===== src/rtl/pipe_stage_reg_if.sv =====
// Handshake bundle between two pipeline stages and the stage register that sits between them.
// A payload moves across a side on a rising edge where that side's valid and ready are both high.
interface pipe_stage_reg_if #(
    parameter int WIDTH = 32
);
    logic             in_valid;
    logic             in_ready;
    logic [WIDTH-1:0] in_data;
    logic             out_valid;
    logic             out_ready;
    logic [WIDTH-1:0] out_data;
    logic             stall;
    logic             flush;
    logic [1:0]       count;

    modport master (
        output in_valid, in_data, out_ready, stall, flush,
        input  in_ready, out_valid, out_data, count
    );

    modport slave (
        input  in_valid, in_data, out_ready, stall, flush,
        output in_ready, out_valid, out_data, count
    );
endinterface


===== src/rtl/pipe_stage_reg.sv =====
// Pipeline stage register with valid/ready handshake, hazard stall, flush-to-bubble and
// an optional 2-entry skid buffer that makes in_ready a pure flop output.
module pipe_stage_reg #(
    parameter int               WIDTH  = 32,
    parameter logic [WIDTH-1:0] BUBBLE = {WIDTH{1'b0}},
    parameter int               SKID   = 1
) (
    input logic            clk,
    input logic            proc_reset,
    pipe_stage_reg_if.slave bus
);
    // The state encoding doubles as the live-entry count.
    typedef enum logic [1:0] {
        EMPTY = 2'd0,
        ONE   = 2'd1,
        FULL  = 2'd2
    } state_t;

    state_t           state_q, state_n;
    logic [WIDTH-1:0] main_q, main_n;
    logic [WIDTH-1:0] skid_q, skid_n;
    logic             ready_q, ready_n;
    logic             main_v, dr, pop, acc, in_ready;

    assign main_v   = (state_q != EMPTY);
    assign dr       = bus.out_ready & ~bus.stall;
    assign pop      = main_v & dr;
    assign in_ready = (SKID != 0) ? ready_q : (~main_v | dr);
    assign acc      = bus.in_valid & in_ready;

    always_comb begin
        state_n = state_q;
        main_n  = main_q;
        skid_n  = skid_q;
        if (bus.flush) begin
            state_n = EMPTY;
            main_n  = BUBBLE;
            skid_n  = BUBBLE;
        end else begin
            case (state_q)
                EMPTY: begin
                    if (acc) begin
                        state_n = ONE;
                        main_n  = bus.in_data;
                    end
                end
                ONE: begin
                    if (acc && pop) begin
                        main_n = bus.in_data;
                    end else if (acc && (SKID != 0)) begin
                        state_n = FULL;
                        skid_n  = bus.in_data;
                    end else if (pop) begin
                        // main keeps its last payload; only the valid bit drops
                        state_n = EMPTY;
                    end
                end
                FULL: begin
                    if (pop) begin
                        state_n = ONE;
                        main_n  = skid_q;
                    end
                end
                default: state_n = EMPTY;
            endcase
        end
        ready_n = (state_n != FULL);
    end

    always_ff @(posedge clk) begin
        if (proc_reset) begin
            state_q <= EMPTY;
            main_q  <= BUBBLE;
            skid_q  <= BUBBLE;
            ready_q <= 1'b1;
        end else begin
            state_q <= state_n;
            main_q  <= main_n;
            skid_q  <= skid_n;
            ready_q <= ready_n;
        end
    end

    assign bus.in_ready  = in_ready;
    assign bus.out_valid = main_v;
    assign bus.out_data  = main_q;
    assign bus.count     = state_q;
endmodule


===== src/flat_wrapper.sv =====
// flat-port wrapper written by rule: the top's interface ports become plain ports
module pipe_stage_reg_flat 
#(
    parameter int               WIDTH  = 32,
    parameter logic [WIDTH-1:0] BUBBLE = {WIDTH{1'b0}},
    parameter int               SKID   = 1
)
  (clk, proc_reset, bus_in_valid, bus_in_data, bus_out_ready, bus_stall, bus_flush, bus_in_ready, bus_out_valid, bus_out_data, bus_count);
  pipe_stage_reg_if #(.WIDTH(WIDTH)) bus_i ();
  input logic clk;
  input logic proc_reset;
  input wire logic [$bits(bus_i.in_valid)-1:0] bus_in_valid;
  input wire logic [$bits(bus_i.in_data)-1:0] bus_in_data;
  input wire logic [$bits(bus_i.out_ready)-1:0] bus_out_ready;
  input wire logic [$bits(bus_i.stall)-1:0] bus_stall;
  input wire logic [$bits(bus_i.flush)-1:0] bus_flush;
  output wire logic [$bits(bus_i.in_ready)-1:0] bus_in_ready;
  output wire logic [$bits(bus_i.out_valid)-1:0] bus_out_valid;
  output wire logic [$bits(bus_i.out_data)-1:0] bus_out_data;
  output wire logic [$bits(bus_i.count)-1:0] bus_count;
  assign bus_i.in_valid = bus_in_valid;
  assign bus_i.in_data = bus_in_data;
  assign bus_i.out_ready = bus_out_ready;
  assign bus_i.stall = bus_stall;
  assign bus_i.flush = bus_flush;
  assign bus_in_ready = bus_i.in_ready;
  assign bus_out_valid = bus_i.out_valid;
  assign bus_out_data = bus_i.out_data;
  assign bus_count = bus_i.count;
  pipe_stage_reg #(.WIDTH(WIDTH), .BUBBLE(BUBBLE), .SKID(SKID)) u_core (.clk(clk), .proc_reset(proc_reset), .bus(bus_i));
endmodule

===== config.mk =====
export PLATFORM = sky130hd
export DESIGN_NAME = pipe_stage_reg_flat
export DESIGN_NICKNAME = d
export VERILOG_FILES = /design/src/rtl/pipe_stage_reg_if.sv /design/src/rtl/pipe_stage_reg.sv /design/src/flat_wrapper.sv
export SDC_FILE = /design/constraint.sdc
export NUM_CORES = 1
export LEC_CHECK = 0
export ABC_CLOCK_PERIOD_IN_PS = 1900
export CAP_MARGIN = 20
export CORE_MARGIN = 4
export CORE_UTILIZATION = 51
export DETAILED_ROUTE_END_ITERATION = 10
export MAX_ROUTING_LAYER = met4
export PLACE_DENSITY = 0.78
export SLEW_MARGIN = 20
export SYNTH_ARGS = -nofsm -noshare
export SYNTH_HDL_FRONTEND = slang
export SYNTH_SLANG_ARGS = --single-unit

===== constraint.sdc =====
create_clock -name clk -period 1.9 [get_ports clk]
set_input_delay 0.38 -clock clk [delete_from_list [all_inputs] [get_ports clk]]
set_output_delay 0.38 -clock clk [all_outputs]
set_load 0.005 [all_outputs]

==> results of run 1 <==
==> layer usage <==
metal / vias up / part of all wire / global-route usage
met3: 10 / 0.062 / 0.0492
met2: 122 / 0.49 / 0.376
met1: 1571 / 0.44 / 0.338
li1: 1466 / - / -
met4: 0 / 0.013 / 0.0829
met5: - / 0 / -
==> registers in the layout, summed over array words and instances, names as in the netlist <==
signal and cells:
u_core.skid_q 32, u_core.bus.out_data 32, u_core.bus.in_ready 1, u_core.bus.count 2
==> through the flow <==
step / TNS (ps) / instance area [µm²] / utilization / power (W) / setup slack [ps]
after global placement: -2760 / 4470 / 0.688 / 0.00215 / -103
final: 0 / 4660 / 0.718 / 0.00330 / 50.0
after floorplan: 0 / 3510 / - / 0.00186 / 402
after global routing: 0 / 4660 / 0.718 / 0.00342 / 1.78
after detailed placement: -4080 / 4470 / 0.688 / 0.00216 / -195
after CTS: 0 / 4660 / 0.718 / 0.00331 / 0.983
==> worst max-delay path: stages (launching register included) <==
cell             delay (ps)
dfxtp_4                 410
buf_4                   200
clkdlybuf4s50_1         520
==> layout by cell type (no fill, tap or decap), types with 2 or more instances in the layout <==
master and n:
buf_4 28, a211oi_2 30, nand4_1 32, nand2_1 2, o31ai_1 32, clkdlybuf4s50_1 73
buf_12 8, a21oi_1 33, a211oi_1 2, clkbuf_8 10, mux2i_1 32, clkbuf_1 4
dfxtp_1 65, a2111oi_2 29, a2111oi_0 2
==> layout make-up <==
| class | count | area (µm²) |
|---|---|---|
| well taps | 77 | 96.3 |
| clock inverters | 2 | 35.0 |
| flip-flops and latches | 67 | 1350 |
| clock buffers | 14 | 153 |
| fillers | 486 | 1830 |
| repair buffers | 109 | 1100 |
| inverters | 2 | 7.51 |
| multi-input cells | 211 | 1920 |
==> worst paths after layout <==
path                             from  depth (start not counted)                 endpoint  slack (ps)
setup / recovery  u_core.bus.count[0]                          2             bus_count[0]          50
hold / removal       u_core.skid_q[9]                          2         u_core.skid_q[9]         470
setup reg to reg  u_core.bus.count[0]                          4  u_core.bus.out_data[12]         300
hold reg to reg      u_core.skid_q[9]                          2         u_core.skid_q[9]         470
==> power breakdown <==
| part | leakage [nW] | internal (W) | switching, W |
|---|---|---|---|
| Combinational | 1.07 | 0.000331 | 0.000320 |
| Sequential | 0.546 | 0.00145 | 0.0000362 |
| Clock | 0.0947 | 0.000643 | 0.000524 |
==> cell families after synthesis <==
| logic type | synth area share |
|---|---|
| DFF | 0.382 |
| muxes | 0.0913 |
| buffers and inverters | 0.0706 |
| and+or+nand+nor | 0.0878 |
| AOI/OAI and AO/OA | 0.368 |
==> impl_metrics.ini, run 1 <==
[route]
wl_um = 9980
via_per_inst = 6.57
avgRoutedWirePerCell_um = 20.7
remaining_drc_errors = 0
vias = 3169
ant_nets = 0
drtPass1Iterations = 6
drtIter0Drc = 226

[global_routing]
grt_first_pass_wirelength_um = 16400
grt_pass1_vias = 3111
antenna_found_initial = 0
grt_usage = 0.250
grt.overflow.total = 0
grt_start_max_net_pins = 34

[worst_setup_path]
required_ps = 1520
criticalPathCategory = register to output port
critical_path.max_fanout = 10
critical_path_arrival_ps = 1470
cp-end-kind = output port
cp-start-kind = register

[yosys]
synth_area_um2 = 3510
synthTopCellsByCount = dfxtp_1 (67), a21oi_1 (33), mux2i_1 (32), nand4_1 (32), o31ai_1 (32)
syn_nets = 368
syn_avg_cell_area_um2 = 10.6
synth_top_cell_by_area = dfxtp_1
ys_ff_latch = 67
synth_seq_area_share = 0.382
synth_area_leaders = dfxtp_1 (38%), a2111oi_2 (12%), a211oi_2 (11%)
synth_top_area_frac = 0.382
netlist_instances = 330
yosys_warnings = 0
async_flop_share = 0
ys.flop_type = dfxtp_1
synth-edff-count = 0
synth_cell_types = 33
yosysMostFrequentCell = dfxtp_1

[sta]
rsz0062_at_grt = no
setup_viol = 0
finalHoldViolations = 0
min_period_ps = 1850
skew_ps = 6.50
period_share = 0.974
holdWs_ps = 466
slew_headroom = 0.705
maxSlewViolCount = 0
clock.fmax_mhz = 541
tightest_slew_ps = 432

[cts]
cts_num_sinks = 67
root_buffer = clkbuf_8
cts_made_buffers = 9
cts_setup_buffers = 0
clock_latency_ps = 340
cts_resized = 2
cts_hold_buffers = 0
htreeDepth = 3
cts.path.max_buffers = 2
tritoncts = done
clkTransAtPathRegs_ps = 70

[cells_and_area]
drive_above_1_share = 0.289
diodes = 0
nets = 438
finalNonFillerCells = 482
area_growth_pct = 33.0

[floorplanning]
initial_core_util = 0.540
pin_count = 74
dieArea_um2 = 8270
row_count = 29
coreArea_um2 = 6490
die_x_um = 90.9
chipHeight_um = 90.9

[power_and_ir_drop]
p_leak_nw = 1.71
powerDensity_nw_per_um2 = 708
ir_drop_v = 0.000467

[placed_design]
dpl.hpwl_um = 6510
gp_congestion = 0.827
portBuffers = 73
placed_cells = 466

[flow_run]
cap_violations = 0

[outcome]
outcome = finished, final reports clean

[min_path]
hold_path_class = register to register
Note: power is estimated with default switching activity, not from simulation.
==> run 2: changes to the inputs <==
- ABC_CLOCK_PERIOD_IN_PS: 1900 -> not set
- CORE_UTILIZATION: 51 -> 53
- CTS_BUF_LIST: not set -> sky130_fd_sc_hd__clkbuf_4
- GPL_ROUTABILITY_DRIVEN: not set -> 0
- PLACE_DENSITY: 0.78 -> 0.81
==> run 2 against run 1 <==
Wire length down 2.9%. Hold slack improved by 11 ps. Power is 7.5% lower. Flip-flop and latch count stayed put. First-iteration DRC count shrank 16%. Count of clock-buffer cells in the layout is 5 lower. Maximum frequency rose by 0.26%. Die area fell by 3.4%. Non-clock buffer count unchanged. Cell count is the same. Global-route usage up 0.75 points. Clock skew grew 5.2 ps. Critical path type unchanged.
==> impl_metrics.ini, run 2 (same netlist as run 1, synthesis figures left out) <==
[outcome]
outcome = finished, final reports clean

[worst_setup_path]
crit_slowest_cell = clkdlybuf4s50_1
critical_path.max_fanout = 4
critPathMaxStageDelay_ps = 510
criticalPathCategory = register to output port
cp-end-kind = output port
cp-start-kind = register
required_ps = 1520
cp_cell_sequence = inv_2, nand2_1, clkdlybuf4s50_1
critical_path_arrival_ps = 1470

[cts]
cts_hold_buffers = 0
clkTransAtPathRegs_ps = 110
htreeDepth = 3
clock_latency_ps = 430
cts.path.max_buffers = 2
cts_num_sinks = 67
cts_made_buffers = 9
tritoncts = done
root_buffer = clkbuf_4

[cells_and_area]
area_growth_pct = 31.6
stdcell_area_um2 = 4610
drive_above_1_share = 0.296
final_common_cell = clkdlybuf4s50_1
diodes = 0
final_cell_mix = clkdlybuf4s50_1 (73), dfxtp_1 (65), a21oi_1 (33)
nets = 438

[placed_design]
dpl.hpwl_um = 6410
post-place-ws_ps = -204
portBuffers = 73
placed_area_um2 = 4450

[min_path]
hold_path_class = register to register

[route]
wl_um = 9690
drtIter0Drc = 189
ant_nets = 0
remaining_drc_errors = 0
vias = 3145
drtPass1Iterations = 4
via_per_inst = 6.52
avgRoutedWirePerCell_um = 20.1

[sta]
slew_headroom = 0.708
min_period_ps = 1850
fin_tns_setup_ps = 0
clock.fmax_mhz = 542
setup_viol = 0
fin_ws_ps = 54.9
maxSlewViolCount = 0
tightest_slew_ps = 428
period_share = 0.971
skew_ps = 11.7
finalHoldViolations = 0
rsz0062_at_grt = no

[global_routing]
grt_first_pass_wirelength_um = 15600
grt_pass1_vias = 3144
antenna_found_initial = 0
grt.overflow.total = 0
grt_usage = 0.258
grt_start_max_net_pins = 36

[floorplanning]
die_x_um = 89.3
pin_count = 74
dieArea_um2 = 7980
coreArea_um2 = 6390
chipHeight_um = 89.3
row_count = 29
initial_core_util = 0.549

[power_and_ir_drop]
ir_drop_v = 0.000568
powerDensity_nw_per_um2 = 662
p_leak_nw = 1.67

[flow_run]
cap_violations = 0
## run 2: cell count changes in the layout (fill, tap and decap cells not counted)
cell / change
clkbuf_8: -10
clkbuf_1: -4
dfxtp_4: +1
clkinv_1: +1
dfxtp_2: -1
clkinvlp_4: +4
clkbuf_4: +9
## run 2: worst paths after layout
kind | start | cells past startpoint | slack (ps) | to
max | u_core.bus.count[1] | 3 | 50 | bus_out_valid
max reg2reg | u_core.bus.count[0] | 5 | 310 | u_core.bus.out_data[25]
min reg2reg | u_core.skid_q[14] | 2 | 480 | u_core.skid_q[14]
min | u_core.skid_q[14] | 2 | 480 | u_core.skid_q[14]
## run 2: through the flow
step / cells / hold slack, ps / utilization / power, W
4_1_cts: 481 / 476 / 0.719 / 0.00307
6_report: 482 / 477 / 0.723 / 0.00305
2_1_floorplan: 330 / 448 / - / 0.00186
5_1_grt: 482 / 489 / 0.723 / 0.00318
3_5_place_dp: 465 / 459 / 0.697 / 0.00215
3_3_place_gp: 465 / 453 / 0.697 / 0.00214
## run 2: layer usage
metal | GRT usage | up-vias | share of wire
met4 | 0.124 | 0 | 0.024
met2 | 0.389 | 123 | 0.48
li1 | - | 1471 | -
met5 | - | - | 0
met1 | 0.341 | 1531 | 0.43
met3 | 0.0323 | 20 | 0.062
## run 2: repair_timing
item | 4_1_cts | 5_1_grt
pin swaps | 0 | 0
gates resized for setup | 3 | 1
setup endpoints to repair | 3 | 2
setup buffers | 0 | 1
## run 2: critical path, delay by kind of cell, from the launching register on
kind                   cells  cell delay [ps]
buffers and inverters      2              560
DFF                        1              400
and+or+nand+nor            1               90
## run 2: cell type report
| class | instances | area [µm²] |
|---|---|---|
| clock buffer | 9 | 67.6 |
| clock inverter | 7 | 68.8 |
| fill | 470 | 1770 |
| inverter | 2 | 7.51 |
| multi-input combinational | 211 | 1920 |
| sequential | 67 | 1350 |
| tap | 77 | 96.3 |
| timing repair buffer | 109 | 1100 |
## run 2: power by group
group          switching, W  internal (W)  total, W
Sequential        0.0000329       0.00145   0.00148
Combinational      0.000313      0.000329  0.000642
Clock              0.000540      0.000392  0.000932
Total              0.000886       0.00217   0.00305
==> run 3: changes to the inputs <==
- ABC_AREA: not set -> 1
- CORE_UTILIZATION: 53 -> 52
- GPL_TIMING_DRIVEN: not set -> 0
- PLACE_DENSITY: 0.81 -> 0.8
==> run 3 against run 2 <==
Count of clock-buffer cells in the layout is 2 higher. Register-to-register slack better by 170 ps. Power is 3.9% lower. Design area is 9.0% lower. Sequential power hardly changed. Critical endpoint is now bus_count[0]. Largest power group unchanged.
==> impl_metrics.ini, run 3 <==
[outcome]
outcome = finished, final reports clean

[worst_setup_path]
r2r_slack_ps = 480
crit_end = bus_count[0]
crit_slowest_cell = clkdlybuf4s50_1
cp_cell_sequence = clkdlybuf4s50_1
cp-start-kind = register
critPathMaxStageDelay_ps = 520
cp-end-kind = output port
critical_path.max_fanout = 4
worstReg2RegEnd = u_core.bus.out_data[8]
criticalPathCategory = register to output port
crit_start = u_core.bus.count[0]
path_buf_inv = 1
reg2reg_depth = 9
required_ps = 1520
r2r_start = u_core.bus.count[1]
critical_path_arrival_ps = 1320
crit_family = buffers and inverters
critical_path_depth = 1

[cells_and_area]
utilization = 0.701
stdcell_area_um2 = 4200
nets = 628
diodes = 0
final_common_cell = nand2_1
drive_above_1_share = 0.0773
final_cell_mix = nand2_1 (167), nor2_1 (130), clkdlybuf4s50_1 (72)
area_growth_pct = 29.7

[global_routing]
antenna_found_initial = 0
grt_usage = 0.241
grt_start_max_net_pins = 12
grt_first_pass_wirelength_um = 14200
grt_pass1_vias = 3240
grt.overflow.total = 0

[yosys]
synth_area_um2 = 3240
synth_seq_area_share = 0.414
syn_avg_cell_area_um2 = 6.40
ys.flop_type = dfxtp_1
synth_top_area_frac = 0.414
synth_cell_types = 19
yosys_warnings = 0
synthTopCellsByCount = nand2_1 (167), nor2_1 (130), dfxtp_1 (67)
synth_top_cell_by_area = dfxtp_1
synth_top_family_by_area = simple AND/OR/NAND/NOR gates
yosysMostFrequentCell = nand2_1
synthSimpleGateAreaFrac = 0.479
synth-compound-area-share = 0.00425
async_flop_share = 0
synthMuxAreaShare = 0
netlist_instances = 506
synthXorXnorAreaFrac = 0
synth-edff-count = 0
ys_ff_latch = 67
syn_nets = 544
synth_area_leaders = dfxtp_1 (41%), nand2_1 (19%), nor2_1 (15%)
synthAdderAreaFrac = 0

[cts]
htreeDepth = 3
cts_made_buffers = 9
cts.path.max_buffers = 2
tritoncts = done
cts_setup_buffers = 0
cts_num_sinks = 67
clkTransAtPathRegs_ps = 110
root_buffer = clkbuf_4
clock_latency_ps = 430

[power_and_ir_drop]
powerDensity_nw_per_um2 = 699
combPwrFrac = 0.173
pwr-share-clk = 0.326
p_leak_nw = 1.86
p_seq_frac = 0.501
p_sw_w = 0.000813
ir_drop_v = 0.000554
internal-power_w = 0.00212
switching_share = 0.277

[sta]
skew_ps = 16.5
min_period_ps = 1700
slew_headroom = 0.653
finalHoldViolations = 0
clock.fmax_mhz = 589
fin_ws_ps = 201
rsz0062_at_grt = no
holdWs_ps = 484
tightest_slew_ps = 520
maxSlewViolCount = 0
period_share = 0.894
setup_viol = 0

[floorplanning]
chipHeight_um = 86.9
dieArea_um2 = 7550
initial_core_util = 0.540
die_x_um = 86.9
row_count = 28
coreArea_um2 = 5990
pin_count = 74

[route]
avgRoutedWirePerCell_um = 12.4
ant_nets = 0
remaining_drc_errors = 0
vias = 3303
via_per_inst = 4.93
drtPass1Iterations = 4
wl_um = 8300
drtIter0Drc = 146

[placed_design]
portBuffers = 73
dpl.hpwl_um = 5790
placed_area_um2 = 4060
post-place-ws_ps = -42.9

[flow_run]
cap_violations = 0

[min_path]
hold_path_class = register to register
## run 3: cell types whose count changed after synthesis, sizes merged, moves of 32 or more
cell,change
nand3,+32
inv,+35
mux2i,-32
o31ai,-32
a2111oi,-32
a211oi,-32
nand2,+165
nor2,+130
## run 3: routing by layer
metal  wire, µm  track usage
met1       3700        0.302
met2       3710        0.378
met3        641       0.0378
met4        237        0.120
met5          0            -
## run 3: power groups by stage
stage,logic (W),registers (W),clock network [W]
2_1_floorplan,0.000272,0.00151,0
3_3_place_gp,0.000500,0.00150,0
3_5_place_dp,0.000507,0.00150,0
4_1_cts,0.000510,0.00147,0.000969
5_1_grt,0.000570,0.00148,0.00102
6_report,0.000506,0.00147,0.000958
## run 3: final cells by class
| type | instances | area, µm² |
|---|---|---|
| clock buffers | 11 | 82.6 |
| multi-input cells | 368 | 1560 |
| flip-flops and latches | 67 | 1340 |
| well taps | 75 | 93.8 |
| repair buffers | 73 | 729 |
| fillers | 542 | 1790 |
| inverters | 37 | 139 |
| clock inverters | 5 | 53.8 |
| plain buffers | 34 | 194 |
## run 3: worst min path at each step
stage                 startpoint                 to  slack (ps)  cells after the start
6_report       u_core.skid_q[11]  u_core.skid_q[11]         480                      2
5_1_grt         u_core.skid_q[0]   u_core.skid_q[0]         510                      2
2_1_floorplan   u_core.skid_q[0]   u_core.skid_q[0]         440                      2
4_1_cts        u_core.skid_q[11]  u_core.skid_q[11]         480                      2
3_5_place_dp    u_core.skid_q[5]   u_core.skid_q[5]         460                      2
3_3_place_gp   u_core.skid_q[24]  u_core.skid_q[24]         450                      2
## run 3: cell families after synthesis
family	Yosys count
simple gates	366
compound gates	2
buf+inv	71
flops	67
## run 3: metrics by stage
| stage | TNS, ps | std cells | power (W) |
|---|---|---|---|
| finish | 0 | 670 | 0.00294 |
| CTS | 0 | 670 | 0.00295 |
| global route | 0 | 670 | 0.00307 |
| floorplan | 0 | 506 | 0.00178 |
| detailed placement | -173 | 654 | 0.00201 |
| global placement | 0 | 654 | 0.00200 |
## run 3: timing repair
| item | 4_1_cts | 5_1_grt |
|---|---|---|
| resized for setup | 3 | 0 |
| endpoints found under the setup margin | 1 | 0 |
| hold buffers | 0 | 0 |
